<file path="config.mk">
export PLATFORM = sky130hd
export DESIGN_NAME = pulse_width_decoder
export DESIGN_NICKNAME = d
export VERILOG_FILES = /design/src/rtl/pulse_pkg.sv /design/src/rtl/sync_chain.sv /design/src/rtl/pulse_width_decoder.sv
export SDC_FILE = /design/constraint.sdc
export NUM_CORES = 1
export LEC_CHECK = 0
export ABC_CLOCK_PERIOD_IN_PS = 1800
export CORE_MARGIN = 10
export CORE_UTILIZATION = 35
export DETAILED_ROUTE_END_ITERATION = 16
export PLACE_DENSITY_LB_ADDON = 0.15
export RECOVER_POWER = 50
export SLEW_MARGIN = 20
export SYNTH_ARGS = -nofsm -noshare
export SYNTH_HDL_FRONTEND = slang
export SYNTH_SLANG_ARGS = --single-unit
</file>
<file path="constraint.sdc">
create_clock -name in_clock -period 1.8 [get_ports in_clock]
set_input_delay 0.18 -clock in_clock [delete_from_list [all_inputs] [get_ports in_clock]]
set_output_delay 0.18 -clock in_clock [all_outputs]
set_load 0.02 [all_outputs]
</file>
<file path="src/rtl/pulse_pkg.sv">
// Shared definitions for the pulse link blocks (extender and width decoder).
package pulse_pkg;

    localparam int unsigned CNT_W_DEFAULT = 8;
    localparam int unsigned MIN_WIDTH_RST = 1;

    typedef enum logic {
        IDLE    = 1'b0,
        MEASURE = 1'b1
    } state_t;

endpackage

</file>
<file path="src/rtl/sync_chain.sv">
// Parameterised flop synchronizer with async active-low clear; STAGES=0 is a wire.
module sync_chain #(
    parameter int unsigned STAGES = 2
) (
    input  logic clk,
    input  logic rst_n,
    input  logic d,
    output logic q
);

    generate
        if (STAGES == 0) begin : g_bypass
            assign q = d;
        end else begin : g_flops
            logic [STAGES-1:0] ff;

            // Shift towards the MSB; the MSB is the synchronized output.
            always_ff @(posedge clk or negedge rst_n) begin
                if (!rst_n) begin
                    ff <= '0;
                end else begin
                    ff <= STAGES'({ff, d});
                end
            end

            assign q = ff[STAGES-1];
        end
    endgenerate

endmodule

</file>
<file path="src/rtl/pulse_width_decoder.sv">
// Measures the high time of each incoming pulse and emits one strobe per pulse,
// rejecting pulses shorter than a programmable minimum width as glitches.
module pulse_width_decoder
    import pulse_pkg::*;
#(
    parameter int unsigned CNT_W       = CNT_W_DEFAULT,
    parameter int unsigned SYNC_STAGES = 2
) (
    input  logic             in_clock,
    input  logic             in_reset_n,
    input  logic             in_set,
    input  logic [CNT_W-1:0] in_value,
    output logic             out_ack,
    input  logic             in_signal,
    output logic             out_valid,
    output logic [CNT_W-1:0] out_width,
    output logic             out_sat,
    output logic             out_glitch
);

    localparam logic [CNT_W-1:0] CNT_MAX = '1;

    logic             sig_s;
    state_t           state;
    state_t           state_n;
    logic [CNT_W-1:0] cnt;
    logic [CNT_W-1:0] cnt_n;
    logic [CNT_W-1:0] min_width;
    logic             valid_n;
    logic             glitch_n;
    logic             sat_n;
    logic [CNT_W-1:0] width_n;

    sync_chain #(
        .STAGES(SYNC_STAGES)
    ) u_sync (
        .clk  (in_clock),
        .rst_n(in_reset_n),
        .d    (in_signal),
        .q    (sig_s)
    );

    // Configuration register; a zero minimum is clamped to one cycle.
    always_ff @(posedge in_clock or negedge in_reset_n) begin
        if (!in_reset_n) begin
            min_width <= CNT_W'(MIN_WIDTH_RST);
            out_ack   <= 1'b0;
        end else begin
            out_ack <= in_set;
            if (in_set) begin
                min_width <= (in_value == '0) ? CNT_W'(1) : in_value;
            end
        end
    end

    // Next-state, counter and strobe decode.
    always_comb begin
        state_n  = state;
        cnt_n    = cnt;
        valid_n  = 1'b0;
        glitch_n = 1'b0;
        sat_n    = 1'b0;
        width_n  = '0;
        case (state)
            IDLE: begin
                if (sig_s) begin
                    cnt_n   = CNT_W'(1);
                    state_n = MEASURE;
                end
            end
            MEASURE: begin
                if (sig_s) begin
                    if (cnt != CNT_MAX) begin
                        cnt_n = cnt + CNT_W'(1);
                    end
                end else begin
                    // Evaluation edge: counter holds the full width, saturation is sticky at max.
                    state_n = IDLE;
                    cnt_n   = '0;
                    if (cnt >= min_width) begin
                        valid_n = 1'b1;
                        width_n = cnt;
                        sat_n   = (cnt == CNT_MAX);
                    end else begin
                        glitch_n = 1'b1;
                    end
                end
            end
        endcase
    end

    always_ff @(posedge in_clock or negedge in_reset_n) begin
        if (!in_reset_n) begin
            state      <= IDLE;
            cnt        <= '0;
            out_valid  <= 1'b0;
            out_glitch <= 1'b0;
            out_sat    <= 1'b0;
            out_width  <= '0;
        end else begin
            state      <= state_n;
            cnt        <= cnt_n;
            out_valid  <= valid_n;
            out_glitch <= glitch_n;
            out_sat    <= sat_n;
            out_width  <= width_n;
        end
    end

endmodule

</file>
# [Word-level counts from Yosys, hierarchy flattened]
# Cells that the tools add are included.
# Widths: inputs -> output; s select.
[totals] register_bits=31 input_bits=12 out_inout_bits=12 elab_cells=36
[classes] add_sub_neg=1 order_cmp=1 n_eq_ne=4 n_mux=18 bitwise=1 reduce_logical=2
[ops] operator="$mux 8" count=7
[ops] operator="$pmux 8 s2" count=1
[ops] operator="$mux 1" count=10
[ops] operator="$add 8x1->8 const B" count=1
[ops] operator="$eq 8x8->1 const B" count=1
[ops] operator="$ge 8x8->1" count=1
[ops] operator="$logic_not 8->1" count=1
[ops] operator="$ne 8x8->1 const B" count=1
[ops] operator="$ne 3x3->1 const B" count=1
[ops] operator="$ne 2x1->1 const B" count=1
[ops] operator="$reduce_and 2->1" count=1
[ops] operator="$not 1->1" count=1

# [Depth between registers and ports, before layout]
# Gate-level depths: netlist (run 1).
[depth] depth_word=4 ltp_mapped=7 depth_no_buf=6

# [Hierarchy]
# From an unflattened synthesis (run 1), not the netlist that was laid out.
[hier_totals] cells_unflattened=140 area_unflattened_um2=1486.4
[modules_own_cells] module="pulse_width_decoder" instances=1 cells_per_inst=138 area_each_um2=1436.4 seq_area_each_um2=726.9
[modules_own_cells] module="sync_chain" instances=1 cells_per_inst=2 area_each_um2=50.0 seq_area_each_um2=50.0

# [Worst setup path before layout (run 1)]
# Ideal clock, no wire load.
[synth_path] path_type="register -> register" from="reg cnt[0]" to="reg out_sat" arrival_ps=1719 setup_slack_ps=-7 stages_incl_launch_ff=8 n_path_buf=1 path_cell_list="dfrtp_1 -> inv_1 -> ha_1 -> nand2b_1 -> a2111oi_0 -> or4_1 -> buf_6 -> a211oi_2"
[synth_between] elab_chain_len=4 word_cells_on_any_way=5
[synth_lines] element="start, declared" line_no="pulse_width_decoder.sv:26" source="logic [CNT_W-1:0] cnt;"
[synth_lines] element="start signal, assigned" line_no="pulse_width_decoder.sv:102" source="cnt <= cnt_n;"
[synth_lines] element="$ge 8x8->1 / $eq 8x8->1 (equally long branches)" line_no="pulse_width_decoder.sv:80, pulse_width_decoder.sv:83"
[synth_lines] element="$mux 1 *" line_no="pulse_width_decoder.sv:80" source="if (cnt >= min_width) begin"
[synth_lines] element="$mux 1 *" line_no="pulse_width_decoder.sv:72" source="if (sig_s) begin"
[synth_lines] element="$mux 1 *" line_no="pulse_width_decoder.sv:64" source="case (state)"
[synth_lines] element="via sat_n" line_no="pulse_width_decoder.sv:31" source="logic sat_n;"
[synth_lines] element="end signal, assigned" line_no="pulse_width_decoder.sv:105" source="out_sat <= sat_n;"
[synth_lines] element="end, declared" line_no="pulse_width_decoder.sv:17" source="output logic out_sat,"
# Mark *: on every way through the listed nets, which the timed path passes. The rest lies on a longest branch.
# A chain may end at the register's enable or synchronous reset.

# [Final worst setup path (run 1)]
[layout_path] from="reg cnt[3]" to="reg out_glitch"
[layout_between] elab_chain_len=4
[layout_lines] element="$ge 8x8->1" line_no="pulse_width_decoder.sv:80"
[layout_lines] element="$mux 1" line_no="pulse_width_decoder.sv:80"
[layout_lines] element="$mux 1" line_no="pulse_width_decoder.sv:72"
[layout_lines] element="$mux 1" line_no="pulse_width_decoder.sv:64"
[layout_lines] element="via glitch_n" line_no="pulse_width_decoder.sv:30" source="logic glitch_n;"
[layout_lines] element="end signal, assigned" line_no="pulse_width_decoder.sv:104" source="out_glitch <= glitch_n;"
[layout_lines] element="end, declared" line_no="pulse_width_decoder.sv:18" source="output logic out_glitch"
# The timed path passes the listed nets, and every way through them passes these cells.

==> results.cfg, run 1 <==
[status]
status = finished, final reports clean

[placed_design]
gp_congestion = 0.846
placed_area_um2 = 1890
dp.cells = 227
preCtsSetupSlack_ns = -0.120
port_buffers = 23
place_hpwl_um = 2480

[synthesis]
yosysTopAreaCell = dfrtp_1
syn_area_um2 = 1490
syn_nets = 164
synth_compound_area_share_pct = 20.1
synth-seq-area-share_pct = 52.3
netlist_top_cells_area = dfrtp_1, a211oi_2, ha_1, o21ai_0, inv_1
ys_seq_elements = 31
synthAdderAreaFrac_pct = 7.58
avgSynthCellArea_um2 = 10.4
yosys_warnings = 0
synth-xor-area-share_pct = 0
synth.area.mux_share_pct = 1.35
yosysUniqueCellTypes = 30
synth_top_family_by_area = compound AO/OA/AOI/OAI gates
yosys.area_share.simple_pct = 12.7
syn_inst = 143
synthDominantCellAreaShare_pct = 50.5

[detailed_routing]
route.antenna.remaining_nets = 0
drt_first_pass_iters = 4
routed_wirelength_um = 3360
drt_iter0_drc = 82
via_count = 1193
avgRoutedWirePerCell_um = 14.2
avgViaCountPerCell = 5.06
drc_errors = 0

[sta]
max_slew_margin_pct = 48.1
maxSlewViolCount = 0
skew_ns = 0.00628
tightest_slew_ns = 0.778
final_hold_viol_count = 0
setup_ws_ns = 0.0228
final.period_utilization_pct = 98.7
setup_viol = 0
rsz0062_at_grt = yes
max_freq_mhz = 563
min_period_ns = 1.78

[clock_tree]
clk_pin_slew_worst_paths_ns = 0.07
cts_tree = built
ctsHoldBuffers = 0
cts_buffers = 5
clock_path_buffers = 2
cts_htree_levels = 2
clk_latency_ns = 0.28
root_buffer = clkbuf_8
cts_sinks = 31

[setup_path]
cp_data_arrival_time_ns = 1.95
path_class = flip-flop to flip-flop
critical_path_required_ns = 1.97
crit_slowest_cell = or4_4
cp_max_fo = 6
cpPeakStageDelay_ns = 0.58
critPathCaptureType = flip-flop
cpLargestDelayFamily = simple AND/OR/NAND/NOR gates
start_kind = flip-flop
worst-path-buf-inv = 0
path_cells = ha_1, o21a_1, nor2_2, or4_4, and3b_2

[power_and_ir_drop]
power_frac_seq_pct = 47.5
p_per_area_nw_per_um2 = 764
clkPwrFrac_pct = 38.5
ir_drop_uv = 405
leakage_nw = 0.889
p_total_w = 0.00156
power_frac_comb_pct = 14.0
p_int_w = 0.00118
switching_share_pct = 24.2
switchingPower_w = 0.000376

[die]
rows = 23
design.die.area_um2 = 7250
core_area_um2 = 4060
start_util_pct = 36.6
die_w_um = 85.1
io_pins = 24
die_height_um = 85.1

[global_routing]
gr-total-overflow = 0
grt_max_degree = 32
first_global_vias = 1181
grt_usage_pct = 9.62
grt_pass1_wl_um = 5670
antenna_found_initial = 0

[cells_and_area]
insertedDiodeCount = 0
syn2layout_area_growth_pct = 37.4
post-route-util_pct = 50.3
final_common_cell = dfrtp_1
final_cell_mix = dfrtp_1, clkdlybuf4s50_1, nand2_1, o21ai_0
layout.cells.non_filler = 236
nets = 206
nFillCells = 356
final_area_um2 = 2040
drive_gt1_share_pct = 23.7

[hold_path]
hp-class = flip-flop to flip-flop

[flow_run]
maxCapViolCount = 0
-- power groups by stage --
stage                     Clock, W  Combinational (W)  Sequential (W)
after floorplan                  0          0.0000755        0.000756
after global placement           0           0.000175        0.000751
after detailed placement         0           0.000179        0.000751
after CTS                 0.000617           0.000214        0.000739
after global routing      0.000653           0.000243        0.000743
final                     0.000600           0.000218        0.000741
-- area by class of cell --
class / count / area [um2] / area share [%]
multi-input cells: 92 / 693 / 34.0
inverters: 16 / 60.1 / 2.94
repair buffers: 39 / 348 / 17.0
well taps: 50 / 62.6 / 3.07
flip-flops and latches: 31 / 777 / 38.1
clock buffers: 8 / 100 / 4.90
-- registers in the layout, summed over array words and instances, names as in the netlist --
name,flops
cnt,8
min_width,8
out_width,8
u_sync.g_flops.ff,2
out_ack,1
out_glitch,1
out_sat,1
out_valid,1
state,1
-- cells by family after synthesis --
family,after synthesis
compound gates,42
simple gates,38
flops,31
buf+inv,21
fa+ha+maj,9
mux,2
-- metal layers --
| layer | wire (um) | up-vias | global-route usage, % |
|---|---|---|---|
| li1 | - | 589 | - |
| met1 | 1430 | 550 | 11.6 |
| met2 | 1590 | 49 | 15.1 |
| met3 | 300 | 5 | 3.06 |
| met4 | 42 | 0 | 4.49 |
| met5 | 0 | - | 0 |
-- worst reg2reg max path, delay by kind of cell, from the launching register on --
family          cells  cell delay [ns]
fa+ha+maj           1             0.28
compound gates      1             0.13
flops               1             0.40
simple gates        3             0.85
-- final timing paths --
check,start,to,slack (ns),cells after the start
worst max-delay path,cnt[3],out_glitch,0.02,5
worst min-delay path,u_sync.g_flops.ff[0],u_sync.g_flops.ff[1],0.35,0
worst max register to register,cnt[3],out_glitch,0.02,5
worst min register to register,u_sync.g_flops.ff[0],u_sync.g_flops.ff[1],0.35,0
max in group asynchronous,in_reset_n,out_width[3],0.80,2
min in group asynchronous,in_reset_n,out_width[2],0.51,2
-- through the flow --
stage	setup TNS, ns	hold WS, ns
floorplan	0	-0.116
global placement	-0.0203	0.349
detailed placement	-1.14	0.340
CTS	-0.0297	0.302
global route	-0.171	0.357
finish	0	0.352
-- repair_timing --
| item | 4_1_cts | 5_1_grt |
|---|---|---|
| gates cloned | 1 | 0 |
| gates resized for setup | 7 | 4 |
| buffers inserted | 1 | 0 |
| pin swaps | 3 | 3 |
| hold endpoints to repair | 0 | 0 |
| endpoints found under the setup margin | 11 | 10 |
-- synth_stat cells --
library cell  number
and3_1             2
a22o_1             2
or2_2              1
o21ai_0           16
a211oi_2           9
and3b_2            1
or4_1              1
and4_1             1
buf_2              2
nor4_1             1
and2_1             1
a21oi_1           10
nor3_1             2
a31oi_1            1
clkbuf_1           2
dfrtp_1           30
inv_1             16
a2111oi_0          1
o21a_1             1
mux2i_1            2
nand2_1           16
nand2b_1           3
ha_1               9
buf_6              1
o211ai_1           1
nand3_1            3
nor2_1             4
a211oi_1           1
dfstp_2            1
nand4_1            2
Note: power is estimated with default switching activity, not from simulation.
==> run 2, diff against run 1 <==
CORE_MARGIN = 1   (was 10)
==> results.cfg, run 2 (synthesized netlist as in run 1, its figures left out) <==
[sta]
max_freq_mhz = 543
tightest_slew_ns = 0.758
min_period_ns = 1.84
final.period_utilization_pct = 102
setup_ws_ns = -0.0415
finalSetupTns_ns = -0.193
rsz0062_at_grt = yes
hold_slack_ns = 0.362
setup_viol = 9
final_hold_viol_count = 0
max_slew_margin_pct = 49.5
maxSlewViolCount = 0
skew_ns = 0.00543

[clock_tree]
cts_buffers = 5
cts_sinks = 31
cts_tree = built
clk_latency_ns = 0.28
clock_path_buffers = 2
root_buffer = clkbuf_8
clk_pin_slew_worst_paths_ns = 0.06
cts_htree_levels = 2

[hold_path]
whs_path_depth = 0
hp-class = flip-flop to flip-flop

[die]
io_pins = 24
start_util_pct = 36.9
core_area_um2 = 4030
design.die.area_um2 = 4510
die_w_um = 67.1
die_height_um = 67.1
rows = 23

[power_and_ir_drop]
p_int_w = 0.00110
p_per_area_nw_per_um2 = 727
power_frac_seq_pct = 50.1
ir_drop_uv = 338
leakage_nw = 0.887
clkPwrFrac_pct = 35.9
switching_share_pct = 25.8
switchingPower_w = 0.000382
power_frac_comb_pct = 14.0

[cells_and_area]
reg_top3 = cnt x8, min_width x8, out_width x8
final_common_cell = dfrtp_1
nFillCells = 382
syn2layout_area_growth_pct = 37.2
multi_input_area_um2 = 686
regArea_um2 = 777
insertedDiodeCount = 0
nets = 204
final_area_um2 = 2040
post-route-util_pct = 50.6
drive_gt1_share_pct = 21.7
final_cell_mix = dfrtp_1, clkdlybuf4s50_1, nand2_1, o21ai_0, inv_1

[global_routing]
first_global_vias = 1071
gr-total-overflow = 0
grt_usage_pct = 15.5
antenna_found_initial = 0
grt_pass1_wl_um = 4990
grt_max_degree = 32

[setup_path]
path_cells = ha_4, nand2b_4, a2111oi_4, or4_4, clkbuf_16, a211oi_2
worst-path-buf-inv = 1
critPathCaptureType = flip-flop
cp_data_arrival_time_ns = 2.04
crit_slowest_cell = dfstp_2
cpLargestDelayFamily = simple AND/OR/NAND/NOR gates
start_kind = flip-flop
path_class = flip-flop to flip-flop
cpPeakStageDelay_ns = 0.56
cp_max_fo = 5
critical_path_required_ns = 2.00
r2r_cells = 6
worst-path-stages = 6

[detailed_routing]
drt_iter0_drc = 54
avgViaCountPerCell = 5.00
avgRoutedWirePerCell_um = 14.0
drc_errors = 0
drt_first_pass_iters = 4
via_count = 1170
routed_wirelength_um = 3270
route.antenna.remaining_nets = 0

[placed_design]
placed_area_um2 = 1860
port_buffers = 23
preCtsSetupSlack_ns = -0.0525
gp_congestion = 0.854
place_hpwl_um = 2260

[status]
violations = setup timing
status = finished, violations left

[flow_run]
maxCapViolCount = 0
## run 2: cell types whose count changed in the layout (fill, tap and decap cells not counted), sizes merged
| cell | before | now |
|---|---|---|
| buf | 15 | 13 |
| clkinv | 0 | 1 |
| or4 | 2 | 1 |
## run 2: power by group through the flow
stage               clock network, W  registers (W)   logic, W
global placement                   0       0.000752   0.000165
floorplan                          0       0.000756  0.0000755
detailed placement                 0       0.000753   0.000169
finish                      0.000532       0.000741   0.000207
CTS                         0.000547       0.000740   0.000179
global route                0.000579       0.000744   0.000230
## run 2: path summary, 6_finish.rpt
kind / startpoint / to / slack, ns
worst max-delay path: min_width[0] / out_width[7] / -0.04
worst min-delay path: u_sync.g_flops.ff[0] / u_sync.g_flops.ff[1] / 0.36
worst max register to register: min_width[0] / out_width[7] / -0.04
worst min register to register: u_sync.g_flops.ff[0] / u_sync.g_flops.ff[1] / 0.36
max in group asynchronous: in_reset_n / u_sync.g_flops.ff[1] / 0.82
min in group asynchronous: in_reset_n / out_width[6] / 0.49
## run 2: repair_timing
item / 4_1_cts / 5_1_grt
endpoints found under the setup margin: 10 / 11
buffers inserted: 0 / 1
gates resized for setup: 3 / 8
pin swaps: 0 / 1
hold buffers: 0 / 0
gates cloned: 0 / 1
## run 2: routing by layer
metal  global-route usage (%)  vias to the layer above  wire length [um]
met5                        0                        -                 0
met4                     10.4                        0                91
met3                     4.22                       10               117
met2                     22.3                       25              1530
met1                     20.3                      556              1530
li1                         -                      579                 -
## run 2: final cells by class
class | count | share of cell area (%)
well taps | 50 | 3.07
inverters | 16 | 2.95
clock inverters | 1 | 0.246
flip-flops and latches | 31 | 38.1
multi-input cells | 91 | 33.7
repair buffers | 38 | 18.2
clock buffers | 7 | 3.75
## run 2: stage by stage
step,total power (W),std cells
4_1_cts,0.00147,232
3_3_place_gp,0.000918,224
3_5_place_dp,0.000922,224
2_1_floorplan,0.000832,143
5_1_grt,0.00155,234
6_report,0.00148,234
==> run 3, diff against run 2 <==
CELL_PAD_IN_SITES_DETAIL_PLACEMENT = 1   (was unset)
CELL_PAD_IN_SITES_GLOBAL_PLACEMENT = 1   (was unset)
==> results.cfg, run 3 (synthesized netlist as in run 1, its figures left out) <==
[sta]
final.period_utilization_pct = 102
skew_ns = 0.00487
final_hold_viol_count = 0
setup_ws_ns = -0.0313
setup_viol = 6
max_slew_margin_pct = 48.1
max_freq_mhz = 546
tightest_slew_ns = 0.778
maxSlewViolCount = 0
hold_slack_ns = 0.355
rsz0062_at_grt = yes
min_period_ns = 1.83

[global_routing]
gr-total-overflow = 0
grt_max_degree = 32
first_global_vias = 1188
grt_usage_pct = 17.6
antenna_found_initial = 0
grt_pass1_wl_um = 5680

[detailed_routing]
drt_iter0_drc = 23
route.antenna.remaining_nets = 0
drc_errors = 0
drt_first_pass_iters = 4
avgRoutedWirePerCell_um = 15.4
avgViaCountPerCell = 5.05
routed_wirelength_um = 3570
via_count = 1171

[clock_tree]
clk_pin_slew_worst_paths_ns = 0.07
root_buffer = clkbuf_8
clock_path_buffers = 2
cts_buffers = 5
cts_tree = built
cts_sinks = 31
clk_latency_ns = 0.28
cts_htree_levels = 2

[cells_and_area]
nets = 203
insertedDiodeCount = 0
final_cell_mix = dfrtp_1, clkdlybuf4s50_1, inv_1, nand2_1, o21ai_0
nFillCells = 462
syn2layout_area_growth_pct = 33.1
reg_top3 = cnt x8, min_width x8, out_width x8
drive_gt1_share_pct = 19.8
final_common_cell = dfrtp_1
layout.cells.non_filler = 232

[die]
io_pins = 24
core_area_um2 = 4030
start_util_pct = 36.9
die_w_um = 67.1
design.die.area_um2 = 4510
die_height_um = 67.1
rows = 23

[setup_path]
r2r_cells = 6
cp_data_arrival_time_ns = 2.00
critPathCaptureType = flip-flop
cp-startpoint = cnt[2]
r2r-end = out_glitch
critical_path_required_ns = 1.96
crit_end = out_glitch
start_kind = flip-flop
cp_max_fo = 11
reg2reg_setup_slack_ns = -0.03
path_class = flip-flop to flip-flop
r2r_start = cnt[2]

[placed_design]
preCtsSetupSlack_ns = -0.0501
gp_congestion = 0.833
dp.cells = 224
port_buffers = 23
place_hpwl_um = 2610

[power_and_ir_drop]
p_per_area_nw_per_um2 = 747
leakage_nw = 0.877
ir_drop_uv = 414

[status]
violations = setup timing
status = finished, violations left

[flow_run]
maxCapViolCount = 0

[hold_path]
hp-class = flip-flop to flip-flop
==> run 3: changes by cell type in the layout (fill, tap and decap cells not counted) <==
cell	before	now
a2111oi_2	0	1
a2111oi_4	1	0
a21oi_1	9	10
a21oi_2	1	0
clkbuf_1	2	0
clkbuf_16	1	0
clkbuf_8	5	6
ha_1	7	9
ha_4	2	0
inv_1	15	16
inv_2	1	0
==> run 3: per-stage QoR <==
step,utilization (%),power [W],TNS [ns],instance area [um2]
final,49.1,0.00148,-0.0901,1980
after global routing,49.1,0.00155,-0.717,1980
after CTS,48.6,0.00149,-0.0501,1960
after detailed placement,46.1,0.000926,-0.213,1860
after global placement,46.1,0.000915,-0.0392,1860
after floorplan,-,0.000832,0,1490
==> run 3: worst min-delay path by stage <==
stage,startpoint,end,depth (start not counted)
global placement,u_sync.g_flops.ff[0],u_sync.g_flops.ff[1],0
global route,u_sync.g_flops.ff[0],u_sync.g_flops.ff[1],0
detailed placement,u_sync.g_flops.ff[0],u_sync.g_flops.ff[1],0
CTS,in_reset_n,out_width[3],2
finish,u_sync.g_flops.ff[0],u_sync.g_flops.ff[1],0
floorplan,in_reset_n,cnt[0],0
==> run 3: report_power, final <==
group	leakage [nW]	internal, W	switching (W)
clock	0.0470	0.000299	0.000246
combinational	0.426	0.0000880	0.000103
sequential	0.404	0.000726	0.0000135
==> run 3: critical path, cell delays in order, from the launching register on <==
cell and delay [ns]:
dfrtp_1 0.40, ha_1 0.29, o21a_1 0.11, nor2_1 0.04
or4_4 0.52, buf_12 0.17, and3b_2 0.19
==> run 3: area by class of cell <==
cell class / count / area, um2 / share of cell area, %
clock inverter: 1 / 5.00 / 0.253
timing repair buffer: 37 / 345 / 17.5
inverter: 16 / 60.1 / 3.04
clock buffer: 6 / 82.6 / 4.18
sequential: 31 / 777 / 39.3
tap: 50 / 62.6 / 3.16
multi-input combinational: 91 / 644 / 32.6
==> run 3: layer usage <==
metal / GRT usage (%) / routed length, um
met1: 22.3 / 1600
met3: 5.57 / 117
met2: 28.2 / 1810
met4: 6.38 / 42
met5: 0 / 0
==> run 3: what timing repair did <==
action / 4_1_cts / 5_1_grt
buffers inserted: 0 / 1
resized for setup: 3 / 2
setup endpoints to repair: 11 / 11
endpoints found under the hold margin: 0 / 0
hold buffers: 0 / 0
